===== config.mk =====
export PLATFORM = sky130hd
export DESIGN_NAME = fetch_ctrl
export DESIGN_NICKNAME = d
export VERILOG_FILES = /design/src/rtl/fetch_ctrl.sv
export SDC_FILE = /design/constraint.sdc
export NUM_CORES = 1
export LEC_CHECK = 0
export CORE_ASPECT_RATIO = 1.4
export CORE_MARGIN = 5
export CORE_UTILIZATION = 35
export DETAILED_ROUTE_END_ITERATION = 6
export PLACE_DENSITY_LB_ADDON = 0.05
export SLEW_MARGIN = 20
export SYNTH_ARGS = -nofsm -noshare
export SYNTH_HDL_FRONTEND = slang
export SYNTH_SLANG_ARGS = --single-unit

===== constraint.sdc =====
create_clock -name clock -period 2 [get_ports clock]
set_clock_uncertainty 0.05 [all_clocks]
set_input_delay 0.3 -clock clock [delete_from_list [all_inputs] [get_ports clock]]
set_output_delay 0.3 -clock clock [all_outputs]
set_load 0.005 [all_outputs]

===== src/rtl/fetch_ctrl.sv =====
// fetch_ctrl: IF-stage sequencer.
//   Owns the PC register that addresses instruction_memory. It also generates the IF/ID
//   write-enable and flush, so id_ir holds, loads a bubble, or loads the fetched word.
//   It handles stall, taken-branch redirect, the HALT opcode and a wait after reset.
//
// Optional feature macro: FETCH_PERF_EN (adds saturating stall/flush counters).
//
// Ports:
//   clock          in   single clock, rising edge
//   reset          in   asynchronous, active-low
//   stall          in   freeze IF and IF/ID this cycle
//   branch_taken   in   redirect fetch to branch_target this cycle
//   branch_target  in   redirect address
//   id_opcode      in   opcode currently in id_ir
//   id_valid       in   id_ir holds a real instruction
//   resume         in   leave HALT (pulse)
//   pc             out  registered fetch address
//   if_id_write    out  load id_ir this edge
//   if_id_flush    out  load bubble into id_ir this edge
//   fetch_valid    out  memory output is a live instruction
//   halted         out  1 while in HALT
//   stall_count    out  cycles lost to stall (FETCH_PERF_EN only)
//   flush_count    out  honoured redirects (FETCH_PERF_EN only)
module fetch_ctrl #(
  parameter int unsigned          ADDR_W      = 8,
  parameter logic [ADDR_W-1:0]    RESET_PC    = '0,
  parameter int unsigned          PC_STEP     = 1,
  parameter logic [4:0]           HALT_OPCODE = 5'h1F,
  parameter int unsigned          BOOT_CYCLES = 2
`ifdef FETCH_PERF_EN
  ,
  parameter int unsigned          CNT_W       = 16
`endif
) (
  input  logic              clock,
  input  logic              reset,
  input  logic              stall,
  input  logic              branch_taken,
  input  logic [ADDR_W-1:0] branch_target,
  input  logic [4:0]        id_opcode,
  input  logic              id_valid,
  input  logic              resume,
  output logic [ADDR_W-1:0] pc,
  output logic              if_id_write,
  output logic              if_id_flush,
  output logic              fetch_valid,
  output logic              halted
`ifdef FETCH_PERF_EN
  ,
  output logic [CNT_W-1:0]  stall_count,
  output logic [CNT_W-1:0]  flush_count
`endif
);

  localparam logic [1:0] ST_BOOT = 2'd0;
  localparam logic [1:0] ST_RUN  = 2'd1;
  localparam logic [1:0] ST_HALT = 2'd2;

  localparam int unsigned       BOOT_W    = (BOOT_CYCLES > 1) ? $clog2(BOOT_CYCLES) : 1;
  localparam logic [BOOT_W-1:0] BOOT_LAST = BOOT_W'(BOOT_CYCLES - 1);

  logic [1:0]        state_q, state_d;
  logic [ADDR_W-1:0] pc_q, pc_d;
  logic [BOOT_W-1:0] boot_q, boot_d;
  // Set for the first RUN cycle after resume: the halt instruction is still in id_ir.
  logic              guard_q, guard_d;
  logic              take_branch;
  logic              take_stall;

  always_comb begin
    state_d     = state_q;
    pc_d        = pc_q;
    boot_d      = boot_q;
    guard_d     = 1'b0;
    if_id_write = 1'b0;
    if_id_flush = 1'b0;
    fetch_valid = 1'b0;
    take_branch = 1'b0;
    take_stall  = 1'b0;
    unique case (state_q)
      ST_BOOT: begin
        if_id_flush = 1'b1;
        if (boot_q == BOOT_LAST) begin
          state_d = ST_RUN;
        end else begin
          boot_d = boot_q + 1'b1;
        end
      end
      ST_RUN: begin
        fetch_valid = 1'b1;
        if (branch_taken) begin
          // The halting instruction is younger than the branch, so it is squashed.
          pc_d        = branch_target;
          if_id_write = 1'b1;
          if_id_flush = 1'b1;
          take_branch = 1'b1;
        end else if (id_valid && (id_opcode == HALT_OPCODE) && !guard_q) begin
          state_d = ST_HALT;
        end else if (stall) begin
          take_stall = 1'b1;
        end else begin
          pc_d        = pc_q + ADDR_W'(PC_STEP);
          if_id_write = 1'b1;
        end
      end
      ST_HALT: begin
        if (resume) begin
          state_d = ST_RUN;
          guard_d = 1'b1;
        end
      end
      default: state_d = ST_BOOT;
    endcase
  end

  always_ff @(posedge clock or negedge reset) begin
    if (!reset) begin
      state_q <= ST_BOOT;
      pc_q    <= RESET_PC;
      boot_q  <= '0;
      guard_q <= 1'b0;
    end else begin
      state_q <= state_d;
      pc_q    <= pc_d;
      boot_q  <= boot_d;
      guard_q <= guard_d;
    end
  end

  assign pc     = pc_q;
  assign halted = (state_q == ST_HALT);

`ifdef FETCH_PERF_EN
  logic [CNT_W-1:0] stall_cnt_q, flush_cnt_q;

  always_ff @(posedge clock or negedge reset) begin
    if (!reset) begin
      stall_cnt_q <= '0;
      flush_cnt_q <= '0;
    end else begin
      if (take_stall && (stall_cnt_q != '1)) stall_cnt_q <= stall_cnt_q + 1'b1;
      if (take_branch && (flush_cnt_q != '1)) flush_cnt_q <= flush_cnt_q + 1'b1;
    end
  end

  assign stall_count = stall_cnt_q;
  assign flush_count = flush_cnt_q;
`else
  logic unused_perf;
  assign unused_perf = take_stall ^ take_branch;
`endif

endmodule


# Yosys cells after proc, flatten, opt, wreduce, memory -nomap -nowiden
# Index checks and enable logic that the tools add are counted.
[classes] addsub=2 n_eq_ne=9 n_mux=18 reduce_logical=6
[ops] operator="$mux W8" n=3
[ops] operator="$ne A2 B2 Y1 const B" n=5
[ops] operator="$mux W1" n=9
[ops] operator="$add A8 B1 Y8 const B" n=1
[ops] operator="$mux W2" n=4
[ops] operator="$pmux W2 S3" n=1
[ops] operator="$eq A5 B5 Y1 const B" n=1
[ops] operator="$reduce_and A4 Y1" n=1
[ops] operator="$reduce_and A3 Y1" n=1
[ops] operator="$eq A2 B1 Y1 const B" n=1
[ops] operator="$eq A2 B2 Y1 const B" n=1
[ops] operator="$logic_and A1 B1 Y1" n=2
[ops] operator="$logic_not A2 Y1" n=1
[ops] operator="$ne A2 B1 Y1 const B" n=1
[ops] operator="$pmux W1 S2" n=1
[ops] operator="$add A1 B1 Y1 const B" n=1
[ops] operator="$logic_not A1 Y1" n=1
[word_totals] ff_bits=12 out_inout_bits=12

# Depth between registers and ports, before layout
# Gate-level depths: netlist of run 1.
[logic_depth] word_depth=6 mapped_depth=6 depth_no_buf=5

# Least setup slack after synthesis of run 1
# No wires, ideal clock.
[synth_path] kind="reg2reg" startpoint="register pc_q[2], in the netlist pc[2]" endpoint="register pc_q[7], in the netlist pc[7]" setup_time_ns=0.118 arrival_time_ns=1.234 required_time_ns=1.832 setup_slack_ns=0.598 path_stages_with_launch=5 path_buffers=0 path_cell_list="dfrtp_1 nand3_2 or4_1 o211ai_2 nor2_1"
[synth_via] elab_chain_len=4
[synth_rtl] item="from (decl)" line_no="63" text="logic [ADDR_W-1:0] pc_q, pc_d;"
[synth_rtl] item="from (signal assigned)" line_no="124" text="pc_q <= pc_d;"
[synth_rtl] item="$add A8 B1 Y8" line_no="102" text="pc_d = pc_q + ADDR_W'(PC_STEP);"
[synth_rtl] item="$mux W8" line_no="99" text="end else if (stall) begin"
[synth_rtl] item="$mux W8" line_no="97" text="end else if (id_valid && (id_opcode == HALT_OPCODE) && !guard_q) begin"
[synth_rtl] item="$mux W8" line_no="91" text="if (branch_taken) begin"
# No other way between the ends. The select of a mux whose other input is x is not followed.
# A chain may end at the register's enable or synchronous reset.

# Final worst setup path of run 1
[layout_path] startpoint="register state_q[0]" endpoint="output fetch_valid"
[layout_via] elab_chain_len=2
[layout_rtl] item="from (decl)" line_no="62" text="logic [1:0] state_q, state_d;"
[layout_rtl] item="from (signal assigned)" line_no="123" text="state_q <= state_d;"
[layout_rtl] item="$eq A2 B1 Y1" line_no="80" text="unique case (state_q)"
[layout_rtl] item="$mux W1" line_no="80"
[layout_rtl] item="to (decl)" line_no="46" text="output logic fetch_valid,"
# No other way between the ends.

==> impl_metrics.yaml, run 1 <==
power_and_ir_drop:
  power_switching_share_pct: 30.2
  power_switching_uw: 241
  sequentialPowerShare_pct: 43.3
  leakage_uw: 0.000467
  power_frac_comb_pct: 32.0
  power.ir.vdd_worst_mv: 0.417
  power_density_nw_per_um2: 718
  clock_share_of_power_pct: 24.8
  power.internal_uw: 556
global_route:
  grt_first_pass_wirelength_um: 3100
  grt_max_degree: 13
  grt_overflow: 0
  grt_antenna_before_repair: 0
  grt_pass1_vias: 722
  groute.usage.overall_pct: 13.7
layout:
  antenna_cells_inserted: 0
  post_route_cells_drive_above_1_share_pct: 13.6
  flow.area_growth_from_synthesis_pct: 54.5
  multi_input_area_um2: 367
  final.fill_count: 204
  area_of_all_sequential_standard_cells_um2: 300
  finalCoreUtilization_pct: 56.2
  layout.nets: 139
setup_path:
  cp-end-kind: "output pin"
  timing.critical_path.max_delay_family: "buffers and inverters"
  worst-setup-path-type: "reg -> out"
  cp_num_buf_inv: 2
  cpMaxStageDelayCell: "sky130_fd_sc_hd__clkdlybuf4s50_1"
  cp-start-kind: "flop"
  crit_path_cell_trace: "nor2b_2 > buf_4 > clkdlybuf4s50_1"
  r2r-start: "pc[2]$_DFFE_PN0P_"
  critical_path_maximum_fanout: 6
  timing.critical_path.required_ps: 1650
  reg2reg_end: "pc[7]$_DFFE_PN0P_"
  worst_path_largest_cell_delay_ps: 510
  timing.reg2reg.setup_slack_ps: 510
  timing.reg2reg.worst_path_depth: 4
  worstSetupStartpoint: "state_q[0]$_DFFE_PN0P_"
  worstPathArrival_ps: 1560
clocking:
  cts_tree: "done"
  clkTransAtPathRegs_ps: 90
  cts_max_level: 1
  clock_tree_root_driver_cell: "sky130_fd_sc_hd__clkbuf_4"
  cts.sinks: 12
  cts_buffers: 3
  clk_path_buf_depth: 2
  cts_hold_repair.buffers: 0
  clock_latency_ps: 280
route:
  route.detailed.vias_per_inst: 5.35
  initialDrtViolationCount: 11
  wl_um: 1860
  remaining_drc_errors: 0
  ant_nets: 0
  routed-via-count: 743
  wire_per_inst_um: 13.4
  drtPass1Iterations: 4
timing:
  setup-tns-final_ps: 0
  fin_crit_sh_pct: 95.5
  fmax_ghz: 0.524
  min_period_ps: 1910
  grt_setup_unrepaired: "false"
  max_slew.worst_pin.slew_ps: 593
  setup_violations: 0
  hold_viol_final: 0
  max_slew_margin_pct: 60.4
  finalMaxSlewViolations: 0
synth:
  seq_cells_post_synth: 12
  netlist-cell-type-count: 34
  postSynthCellCount: 81
  mean_area_per_synthesized_cell_um2: 8.87
  synth-warning-count: 0
  synth_seq_area_share_pct: 41.8
  mappedNetlistNets: 101
  netlist_area_um2: 718
placed_design:
  gp_routability_congestion: 0.788
  hpwlAfterDp_um: 1470
  portBuffers: 30
floorplanning:
  core.rowCount: 19
  die_height_um: 63.6
  coreArea_um2: 1970
  io-pin-count: 31
  die_width_um: 48.3
  initial_core_util_pct: 36.4
  dieArea_um2: 3070
flow_run:
  drv_cap: 0
hold_path:
  min-delay-path-class: "in -> async"
run_status:
  status: "finished clean"
-- registers in the layout, indices dropped and copies added (netlist names) --
name / flops
state_q: 2
guard_q: 1
boot_q: 1
pc: 8
-- worst reg2reg max path, cell delays in order (launching register included) --
cell	delay [ps]
sky130_fd_sc_hd__dfrtp_1	450
sky130_fd_sc_hd__nand3_2	180
sky130_fd_sc_hd__or4_1	510
sky130_fd_sc_hd__o211ai_2	150
sky130_fd_sc_hd__nor2_1	60
-- what timing repair did --
item                       CTS  global route
pin swaps                    1             0
gates resized for setup      1             2
setup endpoints to repair    1             2
setup buffers                0             0
-- cells in the final DEF (no fill, tap or decap), types with 2 or more instances in the layout --
cell type                         instances
sky130_fd_sc_hd__clkdlybuf4s50_1         28
sky130_fd_sc_hd__dfrtp_1                 12
sky130_fd_sc_hd__inv_1                    7
sky130_fd_sc_hd__nand2_1                  7
sky130_fd_sc_hd__o21ai_0                  7
sky130_fd_sc_hd__buf_4                    7
sky130_fd_sc_hd__nor2_1                   6
sky130_fd_sc_hd__a21oi_1                  5
sky130_fd_sc_hd__nand3_1                  4
sky130_fd_sc_hd__nor4_1                   3
sky130_fd_sc_hd__clkbuf_4                 3
sky130_fd_sc_hd__nand4b_1                 2
sky130_fd_sc_hd__o2bb2ai_1                2
sky130_fd_sc_hd__nand4_1                  2
-- synth_stat cells, drive strengths merged --
master   number  share of area (%)
nand4b        2                2.4
a32oi         1                1.2
a211oi        1                1.0
inv           7                3.7
o2bb2ai       2                2.4
o21bai        1                1.0
and2          1               0.87
clkbuf        1               0.52
a21oi         5                3.5
o211ai        2                2.8
or4           1                1.0
a32o          1                1.4
or2           1               0.87
nand3         5                4.2
mux2i         1                1.4
nor2          6                3.1
nor3          1               0.70
nor4          3                2.6
a22o          1                1.2
nand2         7                3.7
o21ai         7                4.9
nand4         2                1.7
a31oi         1               0.87
o221ai        1                2.1
buf           3                3.3
dfrtp        12                 42
nor2b         2                1.7
a211o         1                1.2
ha            1                1.7
or3           1               0.87
-- layer usage --
| metal | part of all wire (%) | track usage [%] | vias up |
|---|---|---|---|
| met5 | 0 | 0 | - |
| met4 | 0.91 | 6.06 | 0 |
| met3 | 8.1 | 3.99 | 2 |
| met2 | 49 | 20.6 | 20 |
| met1 | 42 | 17.4 | 348 |
| li1 | - | - | 373 |
-- final cells by class --
class	instances	share of cell area, %
well taps	21	2.37
flip-flops and latches	12	27.1
clock buffers	4	3.27
inverters	7	2.37
multi-input cells	58	33.0
repair buffers	37	31.9
-- worst max path at each step --
stage	end	slack [ps]	cells past startpoint
4_1_cts	fetch_valid	20	3
3_3_place_gp	if_id_write	1	5
5_1_grt	fetch_valid	7	3
3_5_place_dp	if_id_write	-30	5
2_1_floorplan	pc[7]$_DFFE_PN0P_	600	4
6_report	fetch_valid	90	3
-- through the flow --
step                      worst slack (ps)  cells  hold slack, ps  instance area (um2)  power (uW)
after floorplan                        598     81           -45.6                  718         452
after CTS                             19.4    139             355                 1100         810
after detailed placement             -29.0    135             419                 1070         610
after global placement                1.19    135             415                 1070         605
after global routing                  7.24    139             372                 1110         851
final                                 90.8    139             336                 1110         797
-- power groups by stage --
| stage | Sequential, uW | Clock (uW) | Combinational [uW] |
|---|---|---|---|
| floorplan | 345 | 0 | 107 |
| global placement | 349 | 0 | 256 |
| detailed placement | 351 | 0 | 259 |
| CTS | 346 | 205 | 259 |
| global route | 355 | 213 | 284 |
| finish | 345 | 197 | 255 |
-- logic make-up (layout without fill, tap and decap cells) --
family / count (synthesis) / count (layout) / share of synthesized area (%)
and+or+nand+nor: 32 / 32 / 23.9
AOI/OAI and AO/OA: 24 / 24 / 23.7
DFF: 12 / 12 / 41.8
buffers and inverters: 11 / 48 / 7.49
adders and majority gates: 1 / 1 / 1.74
muxes: 1 / 1 / 1.39
Note: power is estimated with default switching activity, not from simulation.
==> run 2: changes to the inputs <==
--- a/config.mk
+++ b/config.mk
@@ -9,7 +9,9 @@
 export CORE_MARGIN = 5
 export CORE_UTILIZATION = 35
 export DETAILED_ROUTE_END_ITERATION = 6
+export HOLD_SLACK_MARGIN = 0.03
 export PLACE_DENSITY_LB_ADDON = 0.05
+export REMOVE_ABC_BUFFERS = 1
 export SLEW_MARGIN = 20
 export SYNTH_ARGS = -nofsm -noshare
 export SYNTH_HDL_FRONTEND = slang
==> impl_metrics.yaml, run 2 (synthesized netlist as in run 1, its figures left out) <==
layout:
  flow.area_growth_from_synthesis_pct: 55.9
  antenna_cells_inserted: 0
  final_area_um2: 1120
  leading_cell_type_in_the_layout_fill_and_taps_excluded: "sky130_fd_sc_hd__clkdlybuf4s50_1"
  finalCoreUtilization_pct: 56.8
  final.fill_count: 195
  layout.nets: 142
  post_route_cells_drive_above_1_share_pct: 15.8
  largest_register_ffs: 8
  layout_common_cells: "sky130_fd_sc_hd__clkdlybuf4s50_1 (28), sky130_fd_sc_hd__dfrtp_1 (11), sky130_fd_sc_hd__buf_4 (10)"
clocking:
  clkTransAtPathRegs_ps: 80
  cts_max_level: 1
  cts_tree: "done"
  cts_buffers: 3
  cts_hold_repair.buffers: 0
  clk_path_buf_depth: 2
  clock_tree_root_driver_cell: "sky130_fd_sc_hd__clkbuf_4"
  cts.sinks: 12
  clock_latency_ps: 270
floorplanning:
  dieArea_um2: 3070
  die_height_um: 63.6
  coreArea_um2: 1970
  die_width_um: 48.3
  core.rowCount: 19
  io-pin-count: 31
  initial_core_util_pct: 36.4
placed_design:
  placement.cell_area_um2: 1080
  gp_routability_congestion: 0.778
  portBuffers: 30
  hpwlAfterDp_um: 1600
global_route:
  grt.busiest_layer: "met2"
  grt_antenna_before_repair: 0
  global_route.usage.met3_pct: 3.99
  groute.usage.overall_pct: 15.0
  grt_max_degree: 16
  grt_overflow: 0
  grt_pass1_vias: 785
  grt_util_met1_pct: 16.8
  grt_first_pass_wirelength_um: 3350
  use_met2_pct: 24.7
setup_path:
  crit_path_cell_trace: "nor2b_2 > buf_4 > clkdlybuf4s50_1"
  cpMaxStageDelayCell: "sky130_fd_sc_hd__clkdlybuf4s50_1"
  cp-end-kind: "output pin"
  timing.critical_path.required_ps: 1650
  worst_path_largest_cell_delay_ps: 510
  r2r-start: "pc[2]$_DFFE_PN0P_"
  worstSetupStartpoint: "state_q[0]$_DFFE_PN0P_"
  worstPathArrival_ps: 1550
  critical_path_maximum_fanout: 6
  cp-start-kind: "flop"
  worst-setup-path-type: "reg -> out"
timing:
  fmax_ghz: 0.527
  finalMaxSlewViolations: 0
  grt_setup_unrepaired: "false"
  max_slew.worst_pin.slew_ps: 553
  final.hold.worst_slack_ps: 331
  fin_crit_sh_pct: 94.9
  setup_violations: 0
  hold_viol_final: 0
  max_slew_margin_pct: 63.0
  min_period_ps: 1900
route:
  routed-via-count: 769
  remaining_drc_errors: 0
  initialDrtViolationCount: 5
  route.detailed.vias_per_inst: 5.45
  wire_per_inst_um: 14.3
  wl_um: 2020
  drtPass1Iterations: 4
  ant_nets: 0
hold_path:
  min-delay-path-class: "in -> async"
power_and_ir_drop:
  leakage_uw: 0.000470
  power.ir.vdd_worst_mv: 0.336
  power_density_nw_per_um2: 673
flow_run:
  drv_cap: 0
run_status:
  status: "finished clean"
## run 2: changes by cell type in the layout (fill, tap and decap cells not counted)
cell,change
sky130_fd_sc_hd__buf_4,+3
sky130_fd_sc_hd__dfrtp_1,-1
sky130_fd_sc_hd__clkbuf_8,-1
sky130_fd_sc_hd__dfrtp_2,+1
## run 2: final cells by class
cell class / instances / area, um2 / share of cell area [%]
clock buffers: 3 / 22.5 / 2.01
well taps: 21 / 26.3 / 2.35
flip-flops and latches: 12 / 302 / 26.9
repair buffers: 40 / 377 / 33.6
multi-input cells: 58 / 367 / 32.7
inverters: 7 / 26.3 / 2.35
## run 2: worst max-delay path, delay by kind of cell (launching register included)
family	cells	cell delay, ps
flops	1	400
buf+inv	2	680
simple gates	1	200
## run 2: per-layer routing
metal  vias to the layer above  share of wire (%)
li1                        379                  -
met1                       366                 40
met2                        22                 53
met3                         2                6.8
met4                         0               0.84
met5                         -                  0
## run 2: metrics by stage
step           setup TNS, ps  power (uW)  setup slack [ps]  std cells
2_1_floorplan              0         442               387         77
3_3_place_gp           -58.4         609             -50.1        136
3_5_place_dp            -112         614             -93.8        136
4_1_cts                    0         764              2.07        140
5_1_grt                    0         802              33.5        141
6_report                   0         754               103        141
## run 2: what timing repair did
action,in CTS,in global routing
setup buffers,1,1
resized for setup,1,3
pin swaps,2,2
setup endpoints to repair,2,2
## run 2: worst paths after layout
path	end	slack [ps]	cells after the start
max	fetch_valid	100	3
min	pc[4]$_DFFE_PN0P_	330	1
max reg2reg	pc[7]$_DFFE_PN0P_	500	4
min reg2reg	boot_q$_DFFE_PN0N_	440	1
max in group asynchronous	state_q[0]$_DFFE_PN0P_	1160	1
min in group clock	boot_q$_DFFE_PN0N_	440	1
## run 2: power by group
part           switching, uW  internal (uW)  total, uW
clock network           78.0           69.6        148
registers               58.8            289        348
logic                   98.4            160        258
total                    235            518        754
==> run 3: changes to the inputs <==
--- a/config.mk
+++ b/config.mk
@@ -9,6 +9,7 @@
 export CORE_MARGIN = 5
 export CORE_UTILIZATION = 35
 export DETAILED_ROUTE_END_ITERATION = 6
+export GPL_TIMING_DRIVEN = 0
 export HOLD_SLACK_MARGIN = 0.03
 export PLACE_DENSITY_LB_ADDON = 0.05
 export REMOVE_ABC_BUFFERS = 1
==> impl_metrics.yaml, run 3 (synthesized netlist as in run 1, its figures left out) <==
layout:
  final.fill_count: 181
  layout.nets: 134
  area_of_all_sequential_standard_cells_um2: 302
  layout_common_cells: "sky130_fd_sc_hd__clkdlybuf4s50_1 (28), sky130_fd_sc_hd__dfrtp_1 (11), sky130_fd_sc_hd__nand2_1 (7), sky130_fd_sc_hd__o21ai_0 (7)"
  flow.area_growth_from_synthesis_pct: 50.7
  leading_cell_type_in_the_layout_fill_and_taps_excluded: "sky130_fd_sc_hd__clkdlybuf4s50_1"
  largest_register_ffs: 8
  antenna_cells_inserted: 0
  final_area_um2: 1080
  finalCoreUtilization_pct: 54.9
  multi_input_area_um2: 383
  post_route_cells_drive_above_1_share_pct: 12.4
clocking:
  cts.sinks: 12
  clock_latency_ps: 270
  clock_tree_root_driver_cell: "sky130_fd_sc_hd__clkbuf_4"
  cts_buffers: 3
  clkTransAtPathRegs_ps: 80
  cts_tree: "done"
  cts_max_level: 1
  clk_path_buf_depth: 2
timing:
  fin_crit_sh_pct: 95.5
  finalMaxSlewViolations: 0
  grt_setup_unrepaired: "false"
  final.hold.worst_slack_ps: 336
  max_slew.worst_pin.slew_ps: 550
  fmax_ghz: 0.523
  hold_viol_final: 0
  min_period_ps: 1910
  setup_violations: 0
  max_slew_margin_pct: 63.2
setup_path:
  timing.critical_path.max_delay_family: "buffers and inverters"
  critical_path_maximum_fanout: 6
  timing.critical_path.required_ps: 1650
  reg2reg_end: "pc[3]$_DFFE_PN0P_"
  worstPathArrival_ps: 1560
  r2r-start: "guard_q$_DFF_PN0_"
  timing.reg2reg.worst_path_depth: 5
  worst_path_largest_cell_delay_ps: 510
  worst-setup-path-type: "reg -> out"
  timing.reg2reg.setup_slack_ps: 470
  cpMaxStageDelayCell: "sky130_fd_sc_hd__clkdlybuf4s50_1"
  crit_path_cell_trace: "nor2b_4 > buf_4 > clkdlybuf4s50_1"
  worstSetupStartpoint: "state_q[1]$_DFFE_PN0P_"
  cp_num_buf_inv: 2
  cp-start-kind: "flop"
  cp-end-kind: "output pin"
route:
  wire_per_inst_um: 14.0
  initialDrtViolationCount: 4
  routed-via-count: 723
  ant_nets: 0
  drtPass1Iterations: 4
  route.detailed.vias_per_inst: 5.40
  wl_um: 1870
  remaining_drc_errors: 0
global_route:
  grt_antenna_before_repair: 0
  groute.usage.overall_pct: 13.3
  grt_first_pass_wirelength_um: 3010
  grt_overflow: 0
  grt_max_degree: 22
  grt_pass1_vias: 687
flow_run:
  drv_cap: 0
placed_design:
  portBuffers: 30
  placement.cell_area_um2: 1020
  hpwlAfterDp_um: 1400
  gp_routability_congestion: 0.750
power_and_ir_drop:
  clock_share_of_power_pct: 24.0
  sequentialPowerShare_pct: 44.4
  power_frac_comb_pct: 31.5
  leakage_uw: 0.000444
  power_switching_share_pct: 29.9
  power.ir.vdd_worst_mv: 0.476
  power_density_nw_per_um2: 725
  power.internal_uw: 550
  power_switching_uw: 235
hold_path:
  min-delay-path-class: "in -> async"
floorplanning:
  dieArea_um2: 3070
  coreArea_um2: 1970
  io-pin-count: 31
  core.rowCount: 19
  die_width_um: 48.3
  initial_core_util_pct: 36.4
  die_height_um: 63.6
run_status:
  status: "finished clean"
[run 3: changes by cell type in the layout (fill, tap and decap cells not counted)]
cell / before / now
sky130_fd_sc_hd__buf_4: 10 / 2
sky130_fd_sc_hd__inv_2: 0 / 1
sky130_fd_sc_hd__inv_1: 7 / 6
sky130_fd_sc_hd__o221ai_4: 0 / 1
sky130_fd_sc_hd__nor2b_2: 1 / 0
sky130_fd_sc_hd__buf_2: 0 / 1
sky130_fd_sc_hd__dlymetal6s2s_1: 1 / 0
sky130_fd_sc_hd__o221ai_2: 1 / 0
sky130_fd_sc_hd__nor2b_4: 0 / 1
sky130_fd_sc_hd__clkbuf_8: 0 / 1
[run 3: power groups by stage]
stage	sequential [uW]	clock, uW	combinational [uW]
global route	357	210	271
global placement	351	0	243
floorplan	345	0	97.2
finish	349	189	248
detailed placement	353	0	244
CTS	348	198	252
[run 3: area by class of cell]
class	instances	share of cell area, %
Clock buffer	4	3.35
Inverter	7	2.43
Multi-Input combinational cell	58	35.4
Sequential cell	12	27.9
Tap cell	21	2.43
Timing Repair Buffer	32	28.6
[run 3: worst max-delay path by stage]
stage,endpoint,slack [ps],cells past startpoint
2_1_floorplan,pc[6]$_DFFE_PN0P_,390,5
3_3_place_gp,if_id_write,-1050,5
3_5_place_dp,if_id_write,-1070,5
4_1_cts,fetch_valid,60,3
5_1_grt,halted,10,2
6_report,fetch_valid,90,3
[run 3: timing repair]
item	CTS	global route
hold buffers	0	0
endpoints found under the setup margin	11	1
pin swaps	2	0
setup buffers	2	0
gates resized for setup	10	1
[run 3: through the flow]
step | power [uW] | TNS (ps) | setup slack, ps | std cells
floorplan | 442 | 0 | 387 | 77
global placement | 594 | -5790 | -1050 | 128
detailed placement | 597 | -6020 | -1070 | 128
CTS | 798 | 0 | 55.4 | 134
global route | 839 | 0 | 10.5 | 134
finish | 785 | 0 | 89.5 | 134
[run 3: metal layers]
layer	vias to the layer above	share of wire, %	track usage (%)	routed length (um)
met5	-	0	0	0
met4	0	0.91	4.04	17
met3	2	6.5	4.27	121
met2	20	51	21.9	949
met1	341	42	15.5	786
li1	360	-	-	-
